$ cat config.mk
export PLATFORM = sky130hd
export DESIGN_NAME = mac_accumulator
export DESIGN_NICKNAME = d
export VERILOG_FILES = /design/src/rtl/mac_accumulator.sv
export SDC_FILE = /design/constraint.sdc
export NUM_CORES = 1
export LEC_CHECK = 0
export ABC_AREA = 1
export ABC_CLOCK_PERIOD_IN_PS = 1990
export BUFFER_PORTS_ARGS = -buffer_cell sky130_fd_sc_hd__buf_2
export CORE_MARGIN = 2
export CORE_UTILIZATION = 51
export DETAILED_ROUTE_END_ITERATION = 10
export GPL_TIMING_DRIVEN = 0
export PLACE_DENSITY = 0.84
export SLEW_MARGIN = 15
export SYNTH_ARGS = -nofsm -noshare
export SYNTH_HDL_FRONTEND = slang
export SYNTH_SLANG_ARGS = --single-unit
export TNS_END_PERCENT = 30
$ cat constraint.sdc
create_clock -name clk -period 1.99 [get_ports clk]
set_clock_uncertainty 0.2 [all_clocks]
set_input_delay 0.398 -clock clk [delete_from_list [all_inputs] [get_ports clk]]
set_output_delay 0.398 -clock clk [all_outputs]
set_load 0.1 [all_outputs]
$ cat src/rtl/mac_accumulator.sv
// mac_accumulator: feeds operand pairs to the external 8x8 shift-add
// multiplier one at a time, waits for its (edge-qualified) done indication,
// and sums the products into a wide unsigned accumulator. When the term
// tagged "last" has been accumulated, the sum, term count and overflow flag
// are published on the res_* outputs with a one-cycle res_valid pulse.
// A multiply that never completes is abandoned after TIMEOUT_CYC wait
// cycles and flagged on the sticky timeout_err output.

module mac_accumulator #(
    parameter int ACC_W       = 24,   // accumulator/result width, >= 16
    parameter bit SATURATE    = 1'b1, // 1: clamp on overflow, 0: wrap
    parameter int TIMEOUT_CYC = 64    // wait cycles before a multiply is hung
) (
    input  logic             clk,
    input  logic             reset,

    // operand stream
    input  logic             in_valid,
    output logic             in_ready,
    input  logic [7:0]       in_a,
    input  logic [7:0]       in_b,
    input  logic             in_last,
    input  logic             clear_acc,

    // multiplier interface
    output logic [7:0]       a_in,
    output logic [7:0]       b_in,
    output logic             Begin_mul,
    input  logic [15:0]      mult_out,
    input  logic             End_mul,

    // result interface
    output logic             res_valid,
    output logic [ACC_W-1:0] res_acc,
    output logic [7:0]       res_count,
    output logic             res_ovf,

    // status
    output logic             busy,
    output logic             timeout_err
);

    // Hang counter only needs to reach TIMEOUT_CYC-1 before we give up.
    localparam int                HANG_W    = $clog2(TIMEOUT_CYC + 1);
    localparam logic [HANG_W-1:0] HANG_LAST = HANG_W'(TIMEOUT_CYC - 1);
    localparam logic [ACC_W-1:0]  ACC_ONES  = '1;

    typedef enum logic [1:0] {
        ST_IDLE  = 2'd0,
        ST_START = 2'd1,
        ST_WAIT  = 2'd2,
        ST_ACCUM = 2'd3
    } state_t;

    state_t state_q, state_d;

    // datapath registers
    logic [ACC_W-1:0]  acc_q,       acc_d;
    logic [7:0]        count_q,     count_d;
    logic              ovf_q,       ovf_d;
    logic [7:0]        a_q,         a_d;
    logic [7:0]        b_q,         b_d;
    logic              last_q,      last_d;
    logic [15:0]       prod_q,      prod_d;
    logic [HANG_W-1:0] hang_q,      hang_d;
    logic              seen_low_q,  seen_low_d;
    logic              res_valid_q, res_valid_d;
    logic [ACC_W-1:0]  res_acc_q,   res_acc_d;
    logic [7:0]        res_count_q, res_count_d;
    logic              res_ovf_q,   res_ovf_d;
    logic              timeout_q,   timeout_d;

    // decoded events
    logic              accept;
    logic              capture;
    logic              hang_expire;
    logic [ACC_W:0]    sum;
    logic [ACC_W-1:0]  acc_new;
    logic [7:0]        count_new;
    logic              ovf_new;

    // A pair is taken whenever we sit in IDLE and the source offers one.
    assign accept = (state_q == ST_IDLE) && in_valid;

    // End_mul only counts once it has been seen low during this WAIT, so a
    // level left high from the previous multiply cannot be mistaken for done.
    assign capture = (state_q == ST_WAIT) && End_mul && seen_low_q;

    // A real completion on the last allowed cycle wins over the timeout.
    assign hang_expire = (state_q == ST_WAIT) && !capture && (hang_q == HANG_LAST);

    // One extra bit of headroom exposes the carry out of the accumulator.
    assign sum = {1'b0, acc_q} + {{(ACC_W + 1 - 16){1'b0}}, prod_q};

    // Overflow handling and saturating term count for the ACCUM step.
    always_comb begin
        acc_new   = sum[ACC_W-1:0];
        ovf_new   = ovf_q;
        if (sum[ACC_W]) begin
            ovf_new = 1'b1;
            if (SATURATE) begin
                acc_new = ACC_ONES;
            end
        end
        count_new = (count_q == 8'hFF) ? count_q : count_q + 8'd1;
    end

    // State register.
    always_ff @(posedge clk) begin
        if (reset) begin
            state_q <= ST_IDLE;
        end else begin
            state_q <= state_d;
        end
    end

    // Next-state logic: one term in flight, start -> wait -> accumulate.
    always_comb begin
        state_d = state_q;
        case (state_q)
            ST_IDLE: begin
                if (accept) begin
                    state_d = ST_START;
                end
            end
            ST_START: begin
                state_d = ST_WAIT;
            end
            ST_WAIT: begin
                if (capture) begin
                    state_d = ST_ACCUM;
                end else if (hang_expire) begin
                    state_d = ST_IDLE;
                end
            end
            ST_ACCUM: begin
                state_d = ST_IDLE;
            end
            default: begin
                state_d = ST_IDLE;
            end
        endcase
    end

    // State-decoded outputs: handshake, start pulse and busy flag.
    always_comb begin
        in_ready  = 1'b0;
        Begin_mul = 1'b0;
        busy      = 1'b1;
        case (state_q)
            ST_IDLE: begin
                in_ready = 1'b1;
                busy     = 1'b0;
            end
            ST_START: begin
                Begin_mul = 1'b1;
            end
            default: begin
                in_ready  = 1'b0;
            end
        endcase
    end

    // Datapath next-state: operand latch, wait bookkeeping, accumulation.
    always_comb begin
        acc_d       = acc_q;
        count_d     = count_q;
        ovf_d       = ovf_q;
        a_d         = a_q;
        b_d         = b_q;
        last_d      = last_q;
        prod_d      = prod_q;
        hang_d      = hang_q;
        seen_low_d  = seen_low_q;
        res_valid_d = 1'b0;
        res_acc_d   = res_acc_q;
        res_count_d = res_count_q;
        res_ovf_d   = res_ovf_q;
        timeout_d   = timeout_q;

        case (state_q)
            ST_IDLE: begin
                // Clear first so a term accepted in the same cycle adds to 0.
                if (clear_acc) begin
                    acc_d   = '0;
                    count_d = 8'd0;
                    ovf_d   = 1'b0;
                end
                if (accept) begin
                    a_d    = in_a;
                    b_d    = in_b;
                    last_d = in_last;
                end
            end

            ST_START: begin
                hang_d     = '0;
                seen_low_d = 1'b0;
            end

            ST_WAIT: begin
                hang_d = hang_q + 1'b1;
                if (!End_mul) begin
                    seen_low_d = 1'b1;
                end
                if (capture) begin
                    prod_d = mult_out;
                end
                // Term is dropped: accumulator state is left untouched.
                if (hang_expire) begin
                    timeout_d = 1'b1;
                end
            end

            ST_ACCUM: begin
                if (last_q) begin
                    res_acc_d   = acc_new;
                    res_count_d = count_new;
                    res_ovf_d   = ovf_new;
                    res_valid_d = 1'b1;
                    acc_d       = '0;
                    count_d     = 8'd0;
                    ovf_d       = 1'b0;
                end else begin
                    acc_d       = acc_new;
                    count_d     = count_new;
                    ovf_d       = ovf_new;
                end
            end

            default: begin
                res_valid_d = 1'b0;
            end
        endcase
    end

    // Datapath registers; reset clears everything including the sticky error.
    always_ff @(posedge clk) begin
        if (reset) begin
            acc_q       <= '0;
            count_q     <= 8'd0;
            ovf_q       <= 1'b0;
            a_q         <= 8'd0;
            b_q         <= 8'd0;
            last_q      <= 1'b0;
            prod_q      <= 16'd0;
            hang_q      <= '0;
            seen_low_q  <= 1'b0;
            res_valid_q <= 1'b0;
            res_acc_q   <= '0;
            res_count_q <= 8'd0;
            res_ovf_q   <= 1'b0;
            timeout_q   <= 1'b0;
        end else begin
            acc_q       <= acc_d;
            count_q     <= count_d;
            ovf_q       <= ovf_d;
            a_q         <= a_d;
            b_q         <= b_d;
            last_q      <= last_d;
            prod_q      <= prod_d;
            hang_q      <= hang_d;
            seen_low_q  <= seen_low_d;
            res_valid_q <= res_valid_d;
            res_acc_q   <= res_acc_d;
            res_count_q <= res_count_d;
            res_ovf_q   <= res_ovf_d;
            timeout_q   <= timeout_d;
        end
    end

    assign a_in        = a_q;
    assign b_in        = b_q;
    assign res_valid   = res_valid_q;
    assign res_acc     = res_acc_q;
    assign res_count   = res_count_q;
    assign res_ovf     = res_ovf_q;
    assign timeout_err = timeout_q;

endmodule

# Yosys cells after proc, flatten, opt, wreduce, memory -nomap -nowiden
# Index checks and enable logic that the tools add are counted.
# classes
addsub,3
n_mul,0
n_div,0
magnitude_cmp,0
n_eq_ne,9
shifts,0
mux,23
bitwise,1
n_reduce_logical,17
# op_table
cell,count
2-to-1 mux 24 bit,3
case mux 24 bit (2 select lines),1
adder 24 x 16 -> 25 bit,1
2-to-1 mux 8 bit,3
case mux 8 bit (2 select lines),1
case mux 7 bit (2 select lines),1
AND reduction 2 bit,7
adder 8 x 1 -> 8 bit (second input constant),1
equality test 8 bit (second input constant),1
2-to-1 mux 1 bit,8
case mux 2 bit (4 select lines),1
adder 7 x 1 -> 7 bit (second input constant),1
equality test 7 x 6 -> 1 bit (second input constant),1
2-to-1 mux 2 bit,3
!= test 2 bit (second input constant),3
logical AND 1 bit,5
equality test 2 bit (second input constant),2
case mux 1 bit (2 select lines),2
nonzero test 2 bit,2
!= test 3 bit (second input constant),1
equality test 2 x 1 -> 1 bit (second input constant),1
logical NOT 2 bit,1
OR reduction 2 bit,1
logical NOT 1 bit,1
inverter 1 bit,1
# word_totals
register_bits,111
latchBits,0
ram_bits,0
romBits,0
inputBits,38
memories,0

# Logic depth before layout (Yosys ltp)
# Gate-level depths: netlist of run 1.
# logic_depth
depth_word,9
mapped_depth,13

# Worst setup path before layout of run 1
# No wires, ideal clock.
# synth_path
path_type,register to register
start,reg state_q[0]
end,reg acc_q[15]
t_arrival_ps,2838
required_time_ps,1721
slack_ps,-1117
path_stages_with_launch,10
n_path_buf,1
period_less_slack_ps,3107
cell_sequence,dfxtp_1 -> inv_1 -> ha_1 -> inv_1 -> nand2_1 -> nand2_1 -> inv_1 -> clkbuf_1 -> nand2_1 -> a21oi_2
# synth_via
elab_chain_cells,3
elab_cells_between_ends,6
classes_between,eq/ne: 2; mux: 1; reduce/logical: 3
# synth_lines
item,line,rtl
"start, declared",55,"state_t state_q, state_d;"
"start signal, assigned",113,state_q <= state_d;
equality test 2 bit or logical NOT 2 bit (tied branches),181,case (state_q)
nonzero test 2 bit (no line) or != test 2 bit (tied branches),-,
AND reduction 2 bit (no line),-,
"end signal, assigned",240,acc_q <= '0;
"end signal, assigned",255,acc_q <= acc_d;
"end, declared",58,"logic [ACC_W-1:0] acc_q, acc_d;"
# Several ways; a longest one is shown, not always the timed one.
# A chain may end at the register's enable or synchronous reset.

# Final worst setup path of run 1
# layout_path
start,reg prod_q[0]
end,reg acc_q[8]
# layout_via
elab_chain_cells,4
# layout_lines
item,line,rtl
"start, declared",64,"logic [15:0] prod_q, prod_d;"
"start signal, assigned",261,prod_q <= prod_d;
adder 24 x 16 -> 25 bit,93,"assign sum = {1'b0, acc_q} + {{(ACC_W + 1 - 16){1'b0}}, prod_q};"
2-to-1 mux 24 bit,99,if (sum[ACC_W]) begin
2-to-1 mux 24 bit,216,if (last_q) begin
case mux 24 bit (2 select lines),181,
# Every way passes these cells.

==> run summary, run 1 <==
In this run, synthesis produced a sequential element count of 111. The run gives 0 as the sum of overflow across all layers after global routing. The synthesized net count is 937, and the count of filler cells inserted in the layout is 951. For the minimum setup slack in the final design, the log shows -0.231 ns. The run finished, with violations left. The area share of xor/xnor cells in the synthesized design was 1.49%. The routed layout has 6034 vias. The tree built by TritonCTS fans out to 111 sinks. The most used flip-flop cell after synthesis is sky130_fd_sc_hd__dfxtp_1.

Setup repair after global routing could not meet its margin everywhere. VDD sags by at most 990 uV. The clock transition time at the flip-flop clock pins of the worst setup and hold paths was 0.07 ns. Once layout is done, the placed cells without fillers occupy 7470 um^2.

By area, the combinational part of the netlist is dominated by simple AND/OR/NAND/NOR gates. The average instance in the mapped netlist occupies 6.70 um^2. After detailed routing, the number of remaining DRC violations is 0. The wire-length estimate of the detail-placed layout is 11400 um. The synthesized netlist devotes 12.6% of its cell area to compound gates. STA classifies the critical path endpoint as a register. The maximum level of the CTS H-tree is 3, and the area of the die is 12400 um^2.

In this run the biggest area consumer among cell types represents 37.9% of the synthesized area. Input and output buffers added on the ports amount to 90. The run gives 19 as the maximum number of pins on one net before global-route repair. Routability-driven placement finished with a final weighted congestion of 0.985. Summing the areas of all and, or, nand and nor instances in the mapped netlist gives 34.0% of the synthesized area. The average routed wire per standard cell was 14.6 um; the layout cell share with drive strength beyond 1 was 27.0%. The number of top-level design ports was 92; the shortest period the worst path allows was 2.22 ns. The logs give 0 for the hold violation count in the final report and 9 for the clock buffer count from CTS.

The worst path uses 112% of the clock period. The worst register-to-register path ends at acc_q[8]. Setup violations remaining at the end of the flow were counted as 50.

The final layout contains routed wiring with a total length of 16600 um. Relative to the synthesized area, the layout overhead comes to 27.3%. The run gives 37.9% as the fraction of the yosys area taken by sequential cells. The startpoint identified for the worst hold timing path is mult_out[6]. Once the floorplan was initialized, standard cells occupied 51.8% of the core. For the number of routed nets with antenna violations, the log shows 0. Multiplexer cells account for 0.171% of the synthesized area.

Timing analysis after detailed placement gives a worst setup slack of -0.532 ns. Headroom to the max-slew limit came out at 36.4%. Overall power consumption after layout is estimated at 0.00659 W. From left edge to right edge, the die measures 111 um. 0 antenna diodes ended up in the layout.

At the end of the flow, the number of nets in the layout was 1050. The cell area after placement is 6570 um^2, and the number of cells traversed by the worst hold path is 3. The logs give 0 for the number of max-slew violations in the final report and 25.4% for the combined global-route utilization of all metal layers. The clock passes through at most 2 buffers. The highest clock frequency the design can meet is 0.450 GHz. Dividing the detail-routed via count by the number of cells gives 5.32.

Dividing total power by cell area gives a power density of 882 nW/um^2. Type of the setup path with the least slack: reg -> reg. The DRC marker count from the first detailed-route iteration came out at 564. The initialized floorplan defines 39 standard-cell rows. Yosys printed 0 warnings.

The netlist uses 40 different library cells. The largest fanout on the critical path was 9. In this run the critical register-to-register path is launched from prod_q[0]. The total area inside the core boundary comes to 11300 um^2.

By area the synthesized netlist is led by sky130_fd_sc_hd__dfxtp_1, sky130_fd_sc_hd__nand2_1, sky130_fd_sc_hd__nor2_1. The biggest area consumer among synthesized cells is sky130_fd_sc_hd__dfxtp_1. The clock reaches the later pin of the worst-skew pair after 0.37 ns. The static leakage came out at 3.53 nW. The area of the mapped netlist is 5870 um^2, and the final-layout worst hold slack is 0.0752 ns. The tools report the area of all sequential standard cells as 2230 um^2.

The via count of the first global-routing pass is 5498, and the post-synthesis adder-cell area fraction is 5.03%. The tightest min-delay check is of the in -> reg type. The tools report the reg2reg setup slack as -0.23 ns.

The path with the worst hold slack has its endpoint at prod_q[6]. The worst-margin pin slew is 0.954 ns, and the die height is 111 um. The depth of the worst register-to-register path is 13. Yosys mapped a number of flops with a built-in enable equal to 0. The share of synthesized registers carrying an async set or reset is 0%. The first global-routing pass estimated 25700 um of wire. The number of optimization iterations in the first detailed-route pass is 5. STA puts the critical path data required time at 2.01 ns. Max-cap violations in this run came to 0. The checks that failed: setup timing. TritonCTS built the clock tree. Counting every instance in the synthesized netlist gives 876. The tree is rooted in a sky130_fd_sc_hd__clkbuf_16. STA classifies the critical path startpoint as a register. The area of combinational cells with multiple inputs is 3650 um^2, and the number of antenna violations at the first check in global routing is 0. The run gives 2.24 ns as the endpoint arrival time on the critical path.
==> worst max path at each step <==
stage               startpoint       end  slack [ns]  cells after the start
finish               prod_q[0]  acc_q[8]       -0.23                     13
global route         prod_q[0]  acc_q[7]       -0.31                     13
CTS                  prod_q[0]  acc_q[8]       -0.25                     13
detailed placement    acc_q[0]  acc_q[8]       -0.53                     13
floorplan           state_q[1]  acc_q[4]       -0.27                      9
global placement      acc_q[0]  acc_q[8]       -0.51                     13
==> registers in the layout, summed over array words and instances, names as in the netlist <==
register	flops
a_in	8
acc_q	24
b_in	8
count_q	8
hang_q	7
last_q	1
ovf_q	1
prod_q	16
res_acc	24
res_count	8
res_ovf	1
res_valid	1
seen_low_q	1
state_q	2
timeout_err	1
==> kinds of logic (layout without fill, tap and decap cells) <==
kind of cell / Yosys count / count (layout)
AND/OR/NAND/NOR: 466 / 466
AO/OA/AOI/OAI: 136 / 136
buffers and inverters: 129 / 245
flip-flops: 111 / 111
adder cells (fa/ha/maj): 23 / 23
XOR/XNOR: 10 / 10
multiplexers: 1 / 1
==> synthesized netlist by cell type (4+ instances only) <==
master,n
sky130_fd_sc_hd__a21oi_1,58
sky130_fd_sc_hd__a21oi_2,11
sky130_fd_sc_hd__clkbuf_1,21
sky130_fd_sc_hd__dfxtp_1,111
sky130_fd_sc_hd__ha_1,22
sky130_fd_sc_hd__inv_1,93
sky130_fd_sc_hd__inv_2,5
sky130_fd_sc_hd__nand2_1,236
sky130_fd_sc_hd__nand2_2,13
sky130_fd_sc_hd__nand3_1,33
sky130_fd_sc_hd__nand3_2,10
sky130_fd_sc_hd__nand4_1,7
sky130_fd_sc_hd__nor2_1,140
sky130_fd_sc_hd__nor3_1,6
sky130_fd_sc_hd__o21ai_0,54
sky130_fd_sc_hd__o21ai_1,6
sky130_fd_sc_hd__or2_1,6
sky130_fd_sc_hd__or2_2,4
sky130_fd_sc_hd__xor2_1,7
==> critical path, cell delays in order, from the launching register on <==
cell and delay, ns:
sky130_fd_sc_hd__dfxtp_2 0.34, sky130_fd_sc_hd__ha_4 0.16, sky130_fd_sc_hd__fa_2 0.34, sky130_fd_sc_hd__nand2_2 0.10
sky130_fd_sc_hd__nand2_4 0.07, sky130_fd_sc_hd__nand3_4 0.08, sky130_fd_sc_hd__nand2_4 0.06, sky130_fd_sc_hd__nand2_4 0.07
sky130_fd_sc_hd__nand2_4 0.07, sky130_fd_sc_hd__nand2_8 0.13, sky130_fd_sc_hd__inv_8 0.06, sky130_fd_sc_hd__or2_4 0.26
sky130_fd_sc_hd__nand2_2 0.07, sky130_fd_sc_hd__a21oi_1 0.06
==> final cells by class <==
cell class / instances / area share [%]
Timing Repair Buffer: 102 / 7.71
Tap cell: 143 / 2.40
Clock inverter: 5 / 0.570
Sequential cell: 111 / 29.9
Multi-Input combinational cell: 636 / 48.9
Inverter: 101 / 5.24
Clock buffer: 9 / 3.02
Buffer: 28 / 2.31
==> metrics by stage <==
stage	instances	utilization (%)	setup TNS (ns)
4_1_cts	1132	62.7	-9.22
3_5_place_dp	1109	58.0	-23.55
5_1_grt	1135	66.0	-11.90
3_3_place_gp	1109	58.0	-21.78
6_report	1135	66.0	-7.38
2_1_floorplan	876	-	-12.01
==> layer usage <==
metal	track usage (%)	share of wire, %	vias to the layer above
li1	-	-	2989
met1	31.5	42	2757
met2	44.6	49	238
met3	3.28	6.3	50
met4	10.5	3.1	0
met5	0	0	-
==> cell usage in the layout (no fill, tap or decap), drive strengths merged, types with 2 or more instances in the layout <==
master / instances
nand2: 251
clkbuf: 33
nor3: 7
and2: 2
inv: 102
dfxtp: 111
or2: 10
a31oi: 2
a21oi: 69
nand3: 43
xnor2: 3
o211ai: 3
nor2: 143
xor2: 7
ha: 22
buf: 106
o21ai: 61
clkinv: 3
nand4: 7
==> what timing repair did <==
action                                  in CTS  in global routing
cloned                                       1                  0
pin swaps                                   20                 12
buffers inserted                             8                  3
gates resized for setup                     49                 77
hold buffers                                 0                  0
endpoints found under the setup margin      74                 79
==> power by group <==
| group | total (W) | leakage (nW) | internal (W) | switching (W) |
|---|---|---|---|---|
| sequential | 0.00249 | 0.901 | 0.00239 | 0.000104 |
| combinational | 0.00239 | 2.49 | 0.000507 | 0.00188 |
| clock | 0.00170 | 0.134 | 0.000854 | 0.000850 |
| total | 0.00659 | 3.53 | 0.00375 | 0.00284 |
Note: power is estimated with default switching activity, not from simulation.
==> run 2, diff against run 1 <==
--- a/config.mk
+++ b/config.mk
@@ -10,6 +10,7 @@
 export BUFFER_PORTS_ARGS = -buffer_cell sky130_fd_sc_hd__buf_2
 export CORE_MARGIN = 2
 export CORE_UTILIZATION = 51
+export CTS_BUF_LIST = sky130_fd_sc_hd__clkbuf_2
 export DETAILED_ROUTE_END_ITERATION = 10
 export GPL_TIMING_DRIVEN = 0
 export PLACE_DENSITY = 0.84
==> run 2 against run 1 <==
  * The flow still finishes with violations (setup timing)
  * Design area is 9.5% higher
  * Die area stayed put
  * Sequential power is 2% higher
  * Total power is 0.96% lower
  * Worst hold slack better by 0.058 ns
  * Non-clock buffer count is 51 higher
  * Cell count is 4.5% higher
  * Critical path depth stayed put
  * Via count is 7.7% higher
  * Global-route usage is 1.5 points higher
  * Critical endpoint is now acc_q[5]
==> run summary, run 2 (synthesis gave the netlist of run 1 again) <==
The tools report the hold violation count in the final report as 0. In this run the clock root is driven by a sky130_fd_sc_hd__clkbuf_2. The number of max-slew violations in the final report was 0; the static leakage was 3.75 nW.

The growth of design area from synthesis to finish is 39.4%, and the power density normalized to cell area is 798 nW/um^2. The via count of the first global-routing pass is 5730. The library cell used most frequently in the layout, excluding fill and tap cells, is sky130_fd_sc_hd__nand2_1. Counting every sink on the clock net gives 111. In this run the worst path has a maximum fanout of 9.

Maximum level of the CTS H-tree: 3. The clock transition time at the flip-flop clock pins of the worst setup and hold paths is 0.29 ns, and the minimum setup slack in the final design is -0.262 ns. The data required time of the worst path is 2.31 ns. The run gives 0 as the sum of overflow across all layers after global routing.

The tools report the buffer levels on the longest clock path as 2. The shortest period the worst path allows came out at 2.25 ns. Counting tap cells, the placed design contains a total of 1109 instances.

The DRC marker count from the first detailed-route iteration was 681. The tools report the kind of launch point of the worst setup path as a register. The run finished, with violations left.

At the end of routability-driven placement, the weighted congestion stood at 0.985. The post-route netlist has 31.4% of its cells at a drive strength greater than 1. Type of the setup path with the least slack: reg -> reg. The pre-antenna-repair detailed-routing pass consisted of 6 iterations.

The average routed wire per standard cell is 16.2 um, and the max-cap check violation count is 0. The die is 111 um wide. The aggregate routed wire length is 19300 um. The tools report the kind of end point of the critical path as a register.

The first global-routing pass estimated 27200 um of wire. In the layout the commonest cells are sky130_fd_sc_hd__nand2_1, sky130_fd_sc_hd__nor2_1, sky130_fd_sc_hd__inv_1. The logs give 0.444 GHz for the highest clock frequency the design can meet and 2.57 ns for the endpoint arrival time on the critical path. Estimated wirelength of the detail-placed design: 11400 um. During placement, the flow inserted port buffers numbering 90. Entering global routing, the biggest net connects 19 pins. The count of filler cells inserted in the layout was 782. The floorplan core area came out at 11300 um^2. After detailed routing, the number of remaining DRC violations is 0. Global routing used 26.9% of the available tracks.

TritonCTS built the clock tree. The final layout contains 1101 nets. Setup repair after global routing could not meet its margin everywhere. The clock reaches the later pin of the worst-skew pair after 0.67 ns. The initial utilization of the core area, before any placement, comes to 51.8%.

The checks that failed: setup timing. 92 I/O pins were placed. Measured on the finished design, the core utilization comes to 72.2%. The vias per cell is 5.48. Excluding fillers, the count of instances in the completed layout stands at 1186. In this run the worst hold path is classified as in -> reg. Measured against its own limit, the worst slew margin works out to 49.1%.

The logs give 1040 uV for the worst voltage drop across the vdd grid and 12400 um^2 for the area of the die. For the pin with the worst max-slew slack, the measured transition is 0.763 ns. Via count: 6498. Setup violations remaining at the end of the flow were counted as 65.

The run gives 39 as the row count. The worst path uses 113% of the clock period. The clock buffer count from CTS was 9; the die height was 111 um.

The detail route stage leaves a number of antenna-violating nets equal to 0. The tools report the number of antenna violations at the first check in global routing as 0. Count of antenna diodes in the layout: 0.
[run 2: where the power goes]
group | internal (W) | total, W | switching, W
registers | 0.00241 | 0.00255 | 0.000149
logic | 0.000943 | 0.00304 | 0.00209
clock network | 0.000171 | 0.000934 | 0.000763
total | 0.00352 | 0.00652 | 0.00300
[run 2: metal layers]
metal | part of all wire (%) | vias up | global-route usage [%]
li1 | - | 3098 | -
met4 | 4.5 | 0 | 10.8
met1 | 38 | 2969 | 32.8
met3 | 7.6 | 77 | 4.05
met2 | 49 | 354 | 47.6
met5 | 0 | - | 0
[run 2: what timing repair did]
item / in CTS / in global routing
pin swaps: 15 / 22
endpoints found under the hold margin: 40 / 0
buffers inserted: 14 / 11
endpoints found under the setup margin: 129 / 131
gates cloned: 0 / 1
resized for setup: 111 / 172
hold buffers: 37 / 0
[run 2: per-stage QoR]
step | total power, W | setup WS (ns) | hold slack (ns) | TNS [ns] | area (um^2)
finish | 0.00652 | -0.262 | 0.133 | -8.87 | 8180
global route | 0.00676 | -0.317 | 0.134 | -13.24 | 8180
detailed placement | 0.00483 | -0.532 | 0.239 | -23.55 | 6570
CTS | 0.00613 | -0.240 | 0.0800 | -9.46 | 7440
global placement | 0.00481 | -0.505 | 0.233 | -21.78 | 6570
floorplan | 0.00445 | -0.270 | 0.222 | -12.01 | 5940
[run 2: area by class of cell]
class | count | area [um^2] | area share, %
clock inverter | 5 | 42.5 | 0.520
timing repair buffer | 153 | 1370 | 16.8
buffer | 28 | 193 | 2.36
inverter | 101 | 404 | 4.94
clock buffer | 9 | 45.0 | 0.551
tap | 143 | 179 | 2.19
sequential | 111 | 2260 | 27.6
multi-input combinational | 636 | 3680 | 45.0
[run 2: worst paths after layout]
| kind | depth (start not counted) | endpoint | slack, ns | start |
|---|---|---|---|---|
| max | 13 | acc_q[5] | -0.26 | prod_q[0] |
| max reg2reg | 13 | acc_q[5] | -0.26 | prod_q[0] |
| min reg2reg | 1 | hang_q[4] | 0.28 | hang_q[4] |
| min | 4 | hang_q[4] | 0.13 | reset |
[run 2: worst max-delay path, stage by stage (launching register included)]
cell and delay, ns:
sky130_fd_sc_hd__dfxtp_2 0.40, sky130_fd_sc_hd__ha_4 0.16, sky130_fd_sc_hd__fa_2 0.35, sky130_fd_sc_hd__nand2_2 0.11
sky130_fd_sc_hd__nand2_4 0.07, sky130_fd_sc_hd__nand3_4 0.08, sky130_fd_sc_hd__nand2_4 0.06, sky130_fd_sc_hd__nand2_4 0.07
sky130_fd_sc_hd__nand2_4 0.07, sky130_fd_sc_hd__nand2_8 0.11, sky130_fd_sc_hd__inv_8 0.06, sky130_fd_sc_hd__or2_4 0.25
sky130_fd_sc_hd__nand2_2 0.08, sky130_fd_sc_hd__a21oi_1 0.07
